File: config.mk
export PLATFORM = sky130hd
export DESIGN_NAME = enemy_fire_scheduler
export DESIGN_NICKNAME = d
export VERILOG_FILES = /design/src/rtl/enemy_fire_scheduler.sv
export SDC_FILE = /design/constraint.sdc
export NUM_CORES = 1
export LEC_CHECK = 0
export ABC_AREA = 1
export CAP_MARGIN = 20
export CORE_MARGIN = 3
export CORE_UTILIZATION = 25
export DETAILED_ROUTE_END_ITERATION = 10
export PLACE_DENSITY = 0.52
export SLEW_MARGIN = 5
export SYNTH_ARGS = -nofsm -noshare
export SYNTH_HDL_FRONTEND = slang
export SYNTH_SLANG_ARGS = --single-unit
File: constraint.sdc
create_clock -name clk -period 4 [get_ports clk]
set_input_delay 0.6 -clock clk [delete_from_list [all_inputs] [get_ports clk]]
set_output_delay 0.6 -clock clk [all_outputs]
set_load 0.01 [all_outputs]
File: src/rtl/enemy_fire_scheduler.sv
// enemy_fire_scheduler
// A fire timer starts a round-robin scan over the enemy array. The first enemy
// that is alive and has a free bullet slot is issued to the bullet spawner over
// a valid/ready handshake, together with its saturated spawn coordinates.
// Optional feature: define FIRE_SCHED_RAND_EN to randomise the scan start and
// add jitter to the fire period. With this feature, FIRE_PERIOD must be > 256.
module enemy_fire_scheduler #(
    parameter int N_ENEMIES   = 5,
    parameter int COORD_W     = 10,
    parameter int FIRE_PERIOD = 25_000_000,
    parameter int X_OFFSET    = 10,
    parameter int Y_OFFSET    = 20
) (
    input  logic                         clk,
    input  logic                         reset,
    input  logic                         pause,
    input  logic [N_ENEMIES-1:0]         enemy_alive,
    input  logic [N_ENEMIES*COORD_W-1:0] enemy_x,
    input  logic [N_ENEMIES*COORD_W-1:0] enemy_y,
    input  logic [N_ENEMIES-1:0]         bullet_busy,
    input  logic                         fire_ready,
    output logic                         fire_valid,
    output logic [2:0]                   fire_idx,
    output logic [COORD_W-1:0]           fire_x,
    output logic [COORD_W-1:0]           fire_y,
    output logic [7:0]                   shots_fired,
    output logic                         scan_active
);

    // FIRE_PERIOD-1 always fits in clog2(FIRE_PERIOD) bits for FIRE_PERIOD >= 2
    localparam int TIMER_W = $clog2(FIRE_PERIOD);
    localparam logic [TIMER_W-1:0] RELOAD = TIMER_W'(FIRE_PERIOD - 1);

    typedef enum logic [1:0] {
        ST_WAIT,
        ST_SCAN,
        ST_ISSUE
    } state_t;

    state_t               state;
    logic [TIMER_W-1:0]   timer;
    logic [2:0]           ptr;
    logic [2:0]           cand;
    logic [2:0]           checked;

    logic                 cand_ok;
    logic [COORD_W-1:0]   cand_x;
    logic [COORD_W-1:0]   cand_y;
    logic [COORD_W:0]     sum_x;
    logic [COORD_W:0]     sum_y;
    logic [COORD_W-1:0]   sat_x;
    logic [COORD_W-1:0]   sat_y;
    logic [2:0]           next_cand;
    logic [2:0]           next_ptr;
    logic [2:0]           scan_start;
    logic [TIMER_W-1:0]   reload_val;

`ifdef FIRE_SCHED_RAND_EN
    logic [7:0] lfsr;

    // Free-running Fibonacci LFSR, taps 8,6,5,4
    always_ff @(posedge clk) begin
        if (reset) begin
            lfsr <= 8'hA5;
        end else begin
            lfsr <= {lfsr[6:0], lfsr[7] ^ lfsr[5] ^ lfsr[4] ^ lfsr[3]};
        end
    end

    // Randomised scan start and jittered timer reload
    always_comb begin
        scan_start = 3'(lfsr % 8'(N_ENEMIES));
        reload_val = RELOAD - TIMER_W'({lfsr[3:0], 4'b0000});
    end
`else
    // Strict round-robin start and fixed period
    always_comb begin
        scan_start = ptr;
        reload_val = RELOAD;
    end
`endif

    // Select the current candidate's status and coordinates, saturate the offsets
    always_comb begin
        cand_ok = 1'b0;
        cand_x  = '0;
        cand_y  = '0;
        for (int unsigned i = 0; i < N_ENEMIES; i++) begin
            if (cand == 3'(i)) begin
                cand_ok = enemy_alive[i] & ~bullet_busy[i];
                cand_x  = enemy_x[i*COORD_W +: COORD_W];
                cand_y  = enemy_y[i*COORD_W +: COORD_W];
            end
        end
        sum_x     = {1'b0, cand_x} + (COORD_W+1)'(X_OFFSET);
        sum_y     = {1'b0, cand_y} + (COORD_W+1)'(Y_OFFSET);
        sat_x     = sum_x[COORD_W] ? '1 : sum_x[COORD_W-1:0];
        sat_y     = sum_y[COORD_W] ? '1 : sum_y[COORD_W-1:0];
        next_cand = (cand == 3'(N_ENEMIES - 1)) ? '0 : cand + 3'd1;
        next_ptr  = (fire_idx == 3'(N_ENEMIES - 1)) ? '0 : fire_idx + 3'd1;
    end

    // Scheduler FSM: WAIT (timer) -> SCAN (one candidate per cycle) -> ISSUE (handshake)
    always_ff @(posedge clk) begin
        if (reset) begin
            state       <= ST_WAIT;
            timer       <= RELOAD;
            ptr         <= '0;
            cand        <= '0;
            checked     <= '0;
            fire_valid  <= 1'b0;
            fire_idx    <= '0;
            fire_x      <= '0;
            fire_y      <= '0;
            shots_fired <= '0;
            scan_active <= 1'b0;
        end else begin
            case (state)
                ST_WAIT: begin
                    if (!pause) begin
                        if (timer == '0) begin
                            state       <= ST_SCAN;
                            cand        <= scan_start;
                            checked     <= '0;
                            scan_active <= 1'b1;
                        end else begin
                            timer <= timer - TIMER_W'(1);
                        end
                    end
                end
                ST_SCAN: begin
                    if (!pause) begin
                        if (cand_ok) begin
                            fire_idx    <= cand;
                            fire_x      <= sat_x;
                            fire_y      <= sat_y;
                            fire_valid  <= 1'b1;
                            scan_active <= 1'b0;
                            state       <= ST_ISSUE;
                        end else if (checked == 3'(N_ENEMIES - 1)) begin
                            timer       <= reload_val;
                            scan_active <= 1'b0;
                            state       <= ST_WAIT;
                        end else begin
                            cand    <= next_cand;
                            checked <= checked + 3'd1;
                        end
                    end
                end
                ST_ISSUE: begin
                    // The request is held regardless of pause or enemy state until accepted
                    if (fire_ready) begin
                        ptr        <= next_ptr;
                        fire_valid <= 1'b0;
                        timer      <= reload_val;
                        state      <= ST_WAIT;
                        if (shots_fired != 8'hFF) begin
                            shots_fired <= shots_fired + 8'd1;
                        end
                    end
                end
                default: begin
                    state       <= ST_WAIT;
                    fire_valid  <= 1'b0;
                    scan_active <= 1'b0;
                    timer       <= RELOAD;
                end
            endcase
        end
    end

endmodule

==> flow_results.org, run 1 <==
** Outcome
- The run finished with clean final reports.

** Die
- Chip Height :: about 150 µm
- Area of the placeable core :: approximately 21000 µm²
- Number of placement rows :: 52
- The floorplan step defined a die boundary enclosing roughly 23000 µm².
- The initial utilization of the core area, before any placement, comes to 0.259.
- X dimension of the die :: ~150 µm
- Boundary pin count :: approximately 150

** Place
- Worst setup slack after placement :: 877 ps
- Summed over all nets, the half-perimeter wirelength after detailed placement is between 10000 and 15000 µm.
- Routability-driven placement finished with a final weighted congestion of slightly below 0.9.
- Buffers on Ports :: about 150

** Worst setup path
- Critical path launch point type :: register
- Required time worst endpoint :: approximately 4300 ps
- The critical path in this run is classified as reg -> reg.
- Sort of element at the end of the critical path :: register
- Data on the critical path arrives at its endpoint at approximately 3400 ps.
- Top fanout value on the critical path :: 19

** STA
- The number of hold violations in the final report came to 0.
- Static timing analysis puts the maximum clock frequency at approximately 0.32 GHz.
- RSZ-0062 raised after global routing :: no
- Worst relative slew slack :: 0.424
- Least-Margin Pin Slew :: around 860 ps
- Minimum period implied by the final worst setup slack :: slightly above 3000 ps
- Setup slack on the critical path of the routed design comes to about 900 ps.
- Total Negative Setup Slacks :: 0 ps
- Setup Viol. Count Final :: 0
- Clock skew on the completed layout was measured at around 5.7 ps.
- Worst hold slack :: approximately 460 ps
- Dividing the final minimum period by the clock period gives 0.774.
- The total count of max-transition violations in the final report is 0.

** Final layout
- Relative area change from synthesis to final layout :: 35.7%
- The top cell types in the final layout, fill and taps aside, are nand2_1 (236), clkdlybuf4s50_1 (146), nor2_1 (112).
- Finished Core Util :: 0.351
- The layout has between 2000 and 2500 filler cells.
- The number of antenna diodes in the final layout is 0.
- Leaving out fill and tap cells, the most frequent cell in the layout is nand2_1.
- In the final layout, the share of cells above drive strength 1 is 0.0884.
- At the end of the flow, the number of nets in the layout was about 1100.

** Synthesis
- Ys Warns :: 0
- Average footprint of a synthesized cell :: around 6.3 µm²
- After technology mapping, the gate count stands at roughly 850.
- Asr flop ratio synth :: 0
- Counting flops with a built-in enable in the synthesized netlist gives 0.
- In this run the cell area of the synthesized design comes to around 5300 µm².
- Among all flip-flop cells after synthesis, the most frequent one is dfxtp_1.
- Nets in the synthesized netlist :: between 900 and 1000
- Number of synthesized register bits :: just under 70
- Counting distinct cell types in the post-synthesis netlist gives 49.
- The share of the Yosys chip area taken by registers is 0.260.

** Global routing
- Across every metal layer, demand over resource in global routing totals 0.151.
- The via count of the first global-routing pass was about 5600.
- The first global-routing pass estimated approximately 29000 µm of wire.
- Number of antenna violations at the first check in global routing :: 0
- Total overflow reported by the global router :: 0
- Entering global routing, the biggest net connects 31 pins.

** Route
- The first detailed-routing pass took 4 iterations.
- The detailed router put a total of about 7600 µm of wire on met1.
- In the routed design, unresolved DRC markers number 0.
- Aggregate routed wire length :: approximately 17000 µm
- In the final routed layout, each cell accounts on average for about 14 µm.
- The first routing iteration left about 300 violations.
- Metal3 WL :: roughly 1000 µm
- Met2 Wirelength :: between 8000 and 9000 µm
- Vias/cell :: between 4 and 5
- Total number of vias :: around 5600
- The count of nets left with antenna violations once routing finished came out at 0.
- Uppermost routed layer :: met4

** Worst hold path
- Type of the worst min-delay path :: reg -> reg

** Clock network
- TritonCTS sink count :: slightly below 70
- Clock-pin slew was measured on the worst setup and hold paths at 60 ps.
- CTS tree :: yes
- In this run the number of H-tree levels came out at 3.
- Buffers inserted to repair hold after CTS numbered 0.
- Clk root buf :: clkbuf_16
- # resized after CTS :: 0
- The clock reaches the later pin of the worst-skew pair after 340 ps.
- Counting along the longest clock path gives a buffer depth of 2.
- Cts bufs inserted :: 9
- Setup Buffers After CTS :: 0

** Pwr
- Total Power Consumption :: approximately 1.8 mW
- Summed over all cells, the static leakage comes to about 3.1 nW.
- Max VDD drop :: 0.193 mV
- Power spread over the standard cell area amounts to between 200 and 300 nW/µm².

** Flow run
- The tool flagged a number of max-cap violations equal to 0.
## synth_stat cells, drive strengths merged, types with 10 or more instances
library cell / number / share of area
a21oi: 50 / 0.053
buf: 24 / 0.040
dfxtp: 69 / 0.26
ha: 14 / 0.033
inv: 97 / 0.070
nand2: 251 / 0.19
nand3: 85 / 0.086
nor2: 123 / 0.097
nor3: 13 / 0.013
o211ai: 12 / 0.026
o21ai: 48 / 0.047
or2: 10 / 0.012
xor2: 13 / 0.021
## through the flow
| step | area, µm² | cells |
|---|---|---|
| 6_report | 7220 | 1254 |
| 3_3_place_gp | 6900 | 1238 |
| 4_1_cts | 7220 | 1254 |
| 2_1_floorplan | 5320 | 851 |
| 3_5_place_dp | 6900 | 1238 |
| 5_1_grt | 7220 | 1254 |
## registers in the layout, indices dropped and copies added (netlist names)
| name | flops |
|---|---|
| checked | 3 |
| scan_active | 1 |
| ptr | 3 |
| fire_idx | 3 |
| fire_x | 10 |
| fire_valid | 1 |
| cand | 3 |
| fire_y | 10 |
| state | 2 |
| shots_fired | 8 |
| timer | 25 |
## power by group
part	internal, mW	total, mW	switching [mW]
Sequential	0.699	0.709	0.0104
Clock	0.546	0.863	0.317
Combinational	0.146	0.266	0.120
Total	1.39	1.84	0.448
## worst paths after layout
check        cells past startpoint                  from  slack, ps                endpoint
max                             16  cand[2]$_SDFFE_PP0P_        900  fire_y[2]$_SDFFE_PP0P_
min                              2   ptr[0]$_SDFFE_PP0P_        460     ptr[0]$_SDFFE_PP0P_
max reg2reg                     16  cand[2]$_SDFFE_PP0P_        900  fire_y[2]$_SDFFE_PP0P_
min reg2reg                      2   ptr[0]$_SDFFE_PP0P_        460     ptr[0]$_SDFFE_PP0P_
## layout make-up
class | count | area (µm²) | share of cell area
Clock inverter | 6 | 87.6 | 0.0121
Timing Repair Buffer | 150 | 1490 | 0.207
Sequential cell | 69 | 1380 | 0.191
Clock buffer | 10 | 229 | 0.0317
Inverter | 98 | 375 | 0.0520
Multi-Input combinational cell | 651 | 3320 | 0.460
Tap cell | 270 | 338 | 0.0468
## critical path, stage by stage (launching register included)
cell and delay (ps):
dfxtp_1 600, inv_6 140, ha_1 380, inv_1 520, nand2_1 110, inv_1 70, nand2_1 50, a21oi_1 200
ha_1 210, inv_1 40, nand2_1 120, nand3_1 80, nor2_1 130, nand2_1 80, nand2_2 100, inv_2 90
a21oi_2 110
## metal layers
| metal | global-route usage | up-vias |
|---|---|---|
| li1 | - | 2982 |
| met1 | 0.180 | 2477 |
| met2 | 0.263 | 124 |
| met3 | 0.0472 | 25 |
| met4 | 0.0415 | 0 |
| met5 | 0 | - |
## kinds of logic (layout without fill, tap and decap cells)
| logic type | count (synthesis) | count (layout) | share of synthesized area |
|---|---|---|---|
| and+or+nand+nor | 498 | 498 | 0.419 |
| adders and majority gates | 14 | 14 | 0.0329 |
| buffers and inverters | 131 | 264 | 0.117 |
| xor gates and xnor gates | 18 | 18 | 0.0296 |
| DFF | 69 | 69 | 0.260 |
| AOI/OAI and AO/OA | 121 | 121 | 0.142 |
No activity file was read; power rests on OpenSTA's default activity.
==> inputs of run 2 (changes only) <==
--- a/config.mk
+++ b/config.mk
@@ -10,7 +10,7 @@
 export CORE_MARGIN = 3
 export CORE_UTILIZATION = 25
 export DETAILED_ROUTE_END_ITERATION = 10
-export PLACE_DENSITY = 0.52
+export PLACE_DENSITY = 0.54
 export SLEW_MARGIN = 5
 export SYNTH_ARGS = -nofsm -noshare
 export SYNTH_HDL_FRONTEND = slang
==> constraint.sdc (replaced) <==
create_clock -name clk -period 2.7 [get_ports clk]
set_input_delay 0.405 -clock clk [delete_from_list [all_inputs] [get_ports clk]]
set_output_delay 0.405 -clock clk [all_outputs]
set_load 0.01 [all_outputs]
==> run 2 against run 1 <==
Compared with the run above:
- worst setup slack worse by 620 ps
- sequential share of layout area fell by 0.35 points
- fmax up 28%
- sequential power is 48% higher
- register-to-register slack got worse by 620 ps
- via count increased by 0.84%
- clock skew down 1.7 ps
- design area grew 1.9%
- critical path depth grew 1
- flip-flop and latch count unchanged
- critical path type unchanged
- largest cell class unchanged
==> flow_results.org, run 2 (same netlist as run 1, synthesis figures left out) <==
** Final layout
- Relative area change from synthesis to final layout :: 38.2%
- Most common library cell in the layout ignoring fill and taps :: nand2_1
- timer holds more flip-flops than any other register.
- The library cells used most frequently in the layout, excluding fill and tap cells, are nand2_1 (236), clkdlybuf4s50_1 (146), nor2_1 (112).
- The register with the most flip-flops in the layout has 25 of them.
- # diodes :: 0
- Fill cells in the final layout number 2282.
- The final layout contains about 1100 nets.
- Summing all non-filler instances in the final layout gives an area of ~7400 µm².
- Of the cells placed in the final design, the portion with a size suffix greater than 1 is 0.101.
- The largest registers in the layout are timer: 25 flops, fire_x: 10 flops, fire_y: 10 flops.

** Pwr
- Internal cell power :: about 2.2 mW
- Max VDD drop :: between 0.3 and 0.4 mV
- Relative contribution of the clock network to total power :: 0.484
- Fraction of power spent switching nets :: 0.231
- Dividing total power by cell area gives a power density of approximately 380 nW/µm².
- Total Power Consumption :: between 2 and 3 mW
- Combinational share of power :: 0.141
- Register share of total power :: 0.375
- Net switching power of the design :: approximately 0.65 mW
- Summed over all cells, the static leakage comes to ~3.2 nW.

** Global routing
- Global-route total usage across every layer :: 0.143
- The total overflow left after global routing is 0.
- The first global-routing pass estimated between 20000 and 30000 µm of wire.
- Number of antenna violations at the first check in global routing :: 0
- Entering global routing, the biggest net connects 33 pins.
- The via count of the first global-routing pass came to 5392.

** Worst setup path
- Largest stage delay, worst path :: around 350 ps
- R2r startpoint :: cand[0]$_SDFFE_PP0P_
- Instance count on the critical path :: 17
- Arrival time of data at the critical path endpoint :: between 2000 and 3000 ps
- Critical path launch point type :: register
- Top fanout value on the critical path :: 5
- Critical register-to-register path endpoint :: fire_y[7]$_SDFFE_PP0P_
- CP bufs+invs :: 4
- R2R setup slack :: 280 ps
- Measured in cells, the most critical reg-to-reg path has a length of 17.
- The signal on the critical path passes through inv_1 > ha_1 > inv_2 > nor2_2 > nand2_1 > nand3_1 > nand2_1 > a21oi_2 > ha_1 > inv_1 > nand2_1 > nand3_1 > nor2_1 > nand2_1 > nand2_2 > inv_2 > a21oi_2.
- Kind of cell adding the most delay to the critical path :: simple AND/OR/NAND/NOR gates
- At the worst endpoint, the required time is approximately 3000 ps.
- For this design, the slowest cell found on the critical path is dfxtp_1.
- The setup path with the least slack is of type reg -> reg.
- The worst setup path is captured at a register.
- Crit path top cell by count :: nand2_1

** Clock network
- Gates resized during post-CTS repair numbered 0.
- The H-tree generated during clock tree synthesis spans 3 levels.
- Hold-fix buffer count after cts :: 0
- Clk root buf :: clkbuf_16
- TritonCTS built the clock tree.
- Insertion delay of the later-clocked pin in the worst-skew pair :: about 330 ps
- No sink is reached through more buffers than the 2 on the longest clock path.
- The clock drives 69 sinks.
- Cts bufs inserted :: 9
- Reg clk slew, reported paths :: roughly 60 ps
- Once the clock tree was built, the setup fixing pass inserted 0 buffers.

** STA
- Headroom to the max-slew limit came out at 0.669.
- Final WS setup :: about 280 ps
- Worst clock skew :: 3.95 ps
- Setup violations remaining at the end of the flow were counted as 0.
- Share of the clock period used by the worst path :: 0.895
- Setup repair after global routing left no endpoint under its margin.
- Hold timing on the final database bottoms out at a slack of around 460 ps.
- Minimum period implied by the final worst setup slack :: between 2000 and 2500 ps
- For this run, the top clock speed supported by timing is between 0.4 and 0.5 GHz.
- Fin. max-slew vios :: 0
- Total Negative Setup Slacks :: 0 ps
- For the pin with the worst max-slew slack, the measured transition is around 500 ps.
- The number of hold violations in the final report was 0.

** Route
- The final route contains ~5700 vias.
- After detailed routing, the number of vias per cell comes to 4.47.
- Dividing the detail-routed wire length by the instance count gives between 10 and 15 µm.
- Once detail routing completed, the nets flagged for antenna violations numbered 0.
- In this run, the number of DRC markers left after iteration 0 of detailed routing was around 310.
- For this run, design rule violations remaining after detail routing come to 0.
- The first TritonRoute pass finished after 6 iterations.
- Aggregate routed wire length :: 16800 µm

** Worst hold path
- The path class of the tightest hold or removal check is reg -> reg.
- Endpoint of the worst hold path :: fire_valid$_SDFFE_PP0P_
- Hold_sp :: fire_valid$_SDFFE_PP0P_
- The worst hold path passes through 2 cells.

** Place
- Area after DPL :: roughly 7000 µm²
- Detailed placement finished with a half-perimeter wire length of 13500 µm.
- Final weighted congestion of routability-driven global placement :: 0.868
- Worst setup slack after placement :: roughly 260 ps
- Buffers on Ports :: 146

** Die
- Area of the die :: approximately 23000 µm²
- Measured along the x axis, the die boundary spans around 150 µm.
- Boundary pin count :: about 150
- The die is ~150 µm tall.
- Initial core utilization :: 0.259
- Area of the placeable core :: 20600 µm²
- Number of placement rows :: 52

** Flow run
- Max-cap violations in this run came to 0.

** Outcome
- Outcome :: complete, no violations
run 2: worst max-delay path by stage:
stage	from	endpoint
after CTS	cand[0]$_SDFFE_PP0P_	fire_y[7]$_SDFFE_PP0P_
after floorplan	cand[2]$_SDFFE_PP0P_	fire_y[0]$_SDFFE_PP0P_
after detailed placement	cand[0]$_SDFFE_PP0P_	fire_y[0]$_SDFFE_PP0P_
after global placement	cand[0]$_SDFFE_PP0P_	fire_y[7]$_SDFFE_PP0P_
after global routing	cand[0]$_SDFFE_PP0P_	fire_x[9]$_SDFFE_PP0P_
final	cand[0]$_SDFFE_PP0P_	fire_y[7]$_SDFFE_PP0P_
run 2: final cells by class:
type	instances	area, µm²	share of cell area
multi-input cells	651	3330	0.452
flip-flops and latches	69	1380	0.188
well taps	270	338	0.0459
clock buffers	10	229	0.0311
clock inverters	6	111	0.0151
inverters	98	378	0.0514
repair buffers	162	1590	0.217
run 2: through the flow:
step,util,instances
after floorplan,-,851
after global placement,0.341,1250
after detailed placement,0.341,1250
final,0.358,1266
after global routing,0.358,1266
after CTS,0.357,1266
run 2: worst reg2reg max path: cells and delay by family, from the launching register on:
family          cells  cell delay (ps)
compound gates      2              340
flops               1              350
buf+inv             4              290
simple gates        9              900
fa+ha+maj           2              480
run 2: metal layers:
metal,wire [µm],vias up,track usage
li1,-,3010,-
met1,7660,2531,0.183
met2,8080,106,0.243
met3,942,8,0.0375
met4,139,0,0.0321
met5,0,-,0
run 2: power groups by stage:
stage / Combinational, mW / Clock (mW) / Sequential, mW
detailed placement: 0.399 / 0 / 1.07
global placement: 0.397 / 0 / 1.07
floorplan: 0.187 / 0 / 1.07
global route: 0.439 / 1.43 / 1.05
finish: 0.395 / 1.36 / 1.05
CTS: 0.400 / 1.39 / 1.05
==> inputs of run 3 (changes only) <==
--- a/config.mk
+++ b/config.mk
@@ -10,6 +10,7 @@
 export CORE_MARGIN = 3
 export CORE_UTILIZATION = 25
 export DETAILED_ROUTE_END_ITERATION = 10
+export GPL_TIMING_DRIVEN = 1
 export PLACE_DENSITY = 0.54
 export SLEW_MARGIN = 5
 export SYNTH_ARGS = -nofsm -noshare
==> results of run 3 <==
Same layout as run 2: the final DEF is identical, and so are final timing and power.
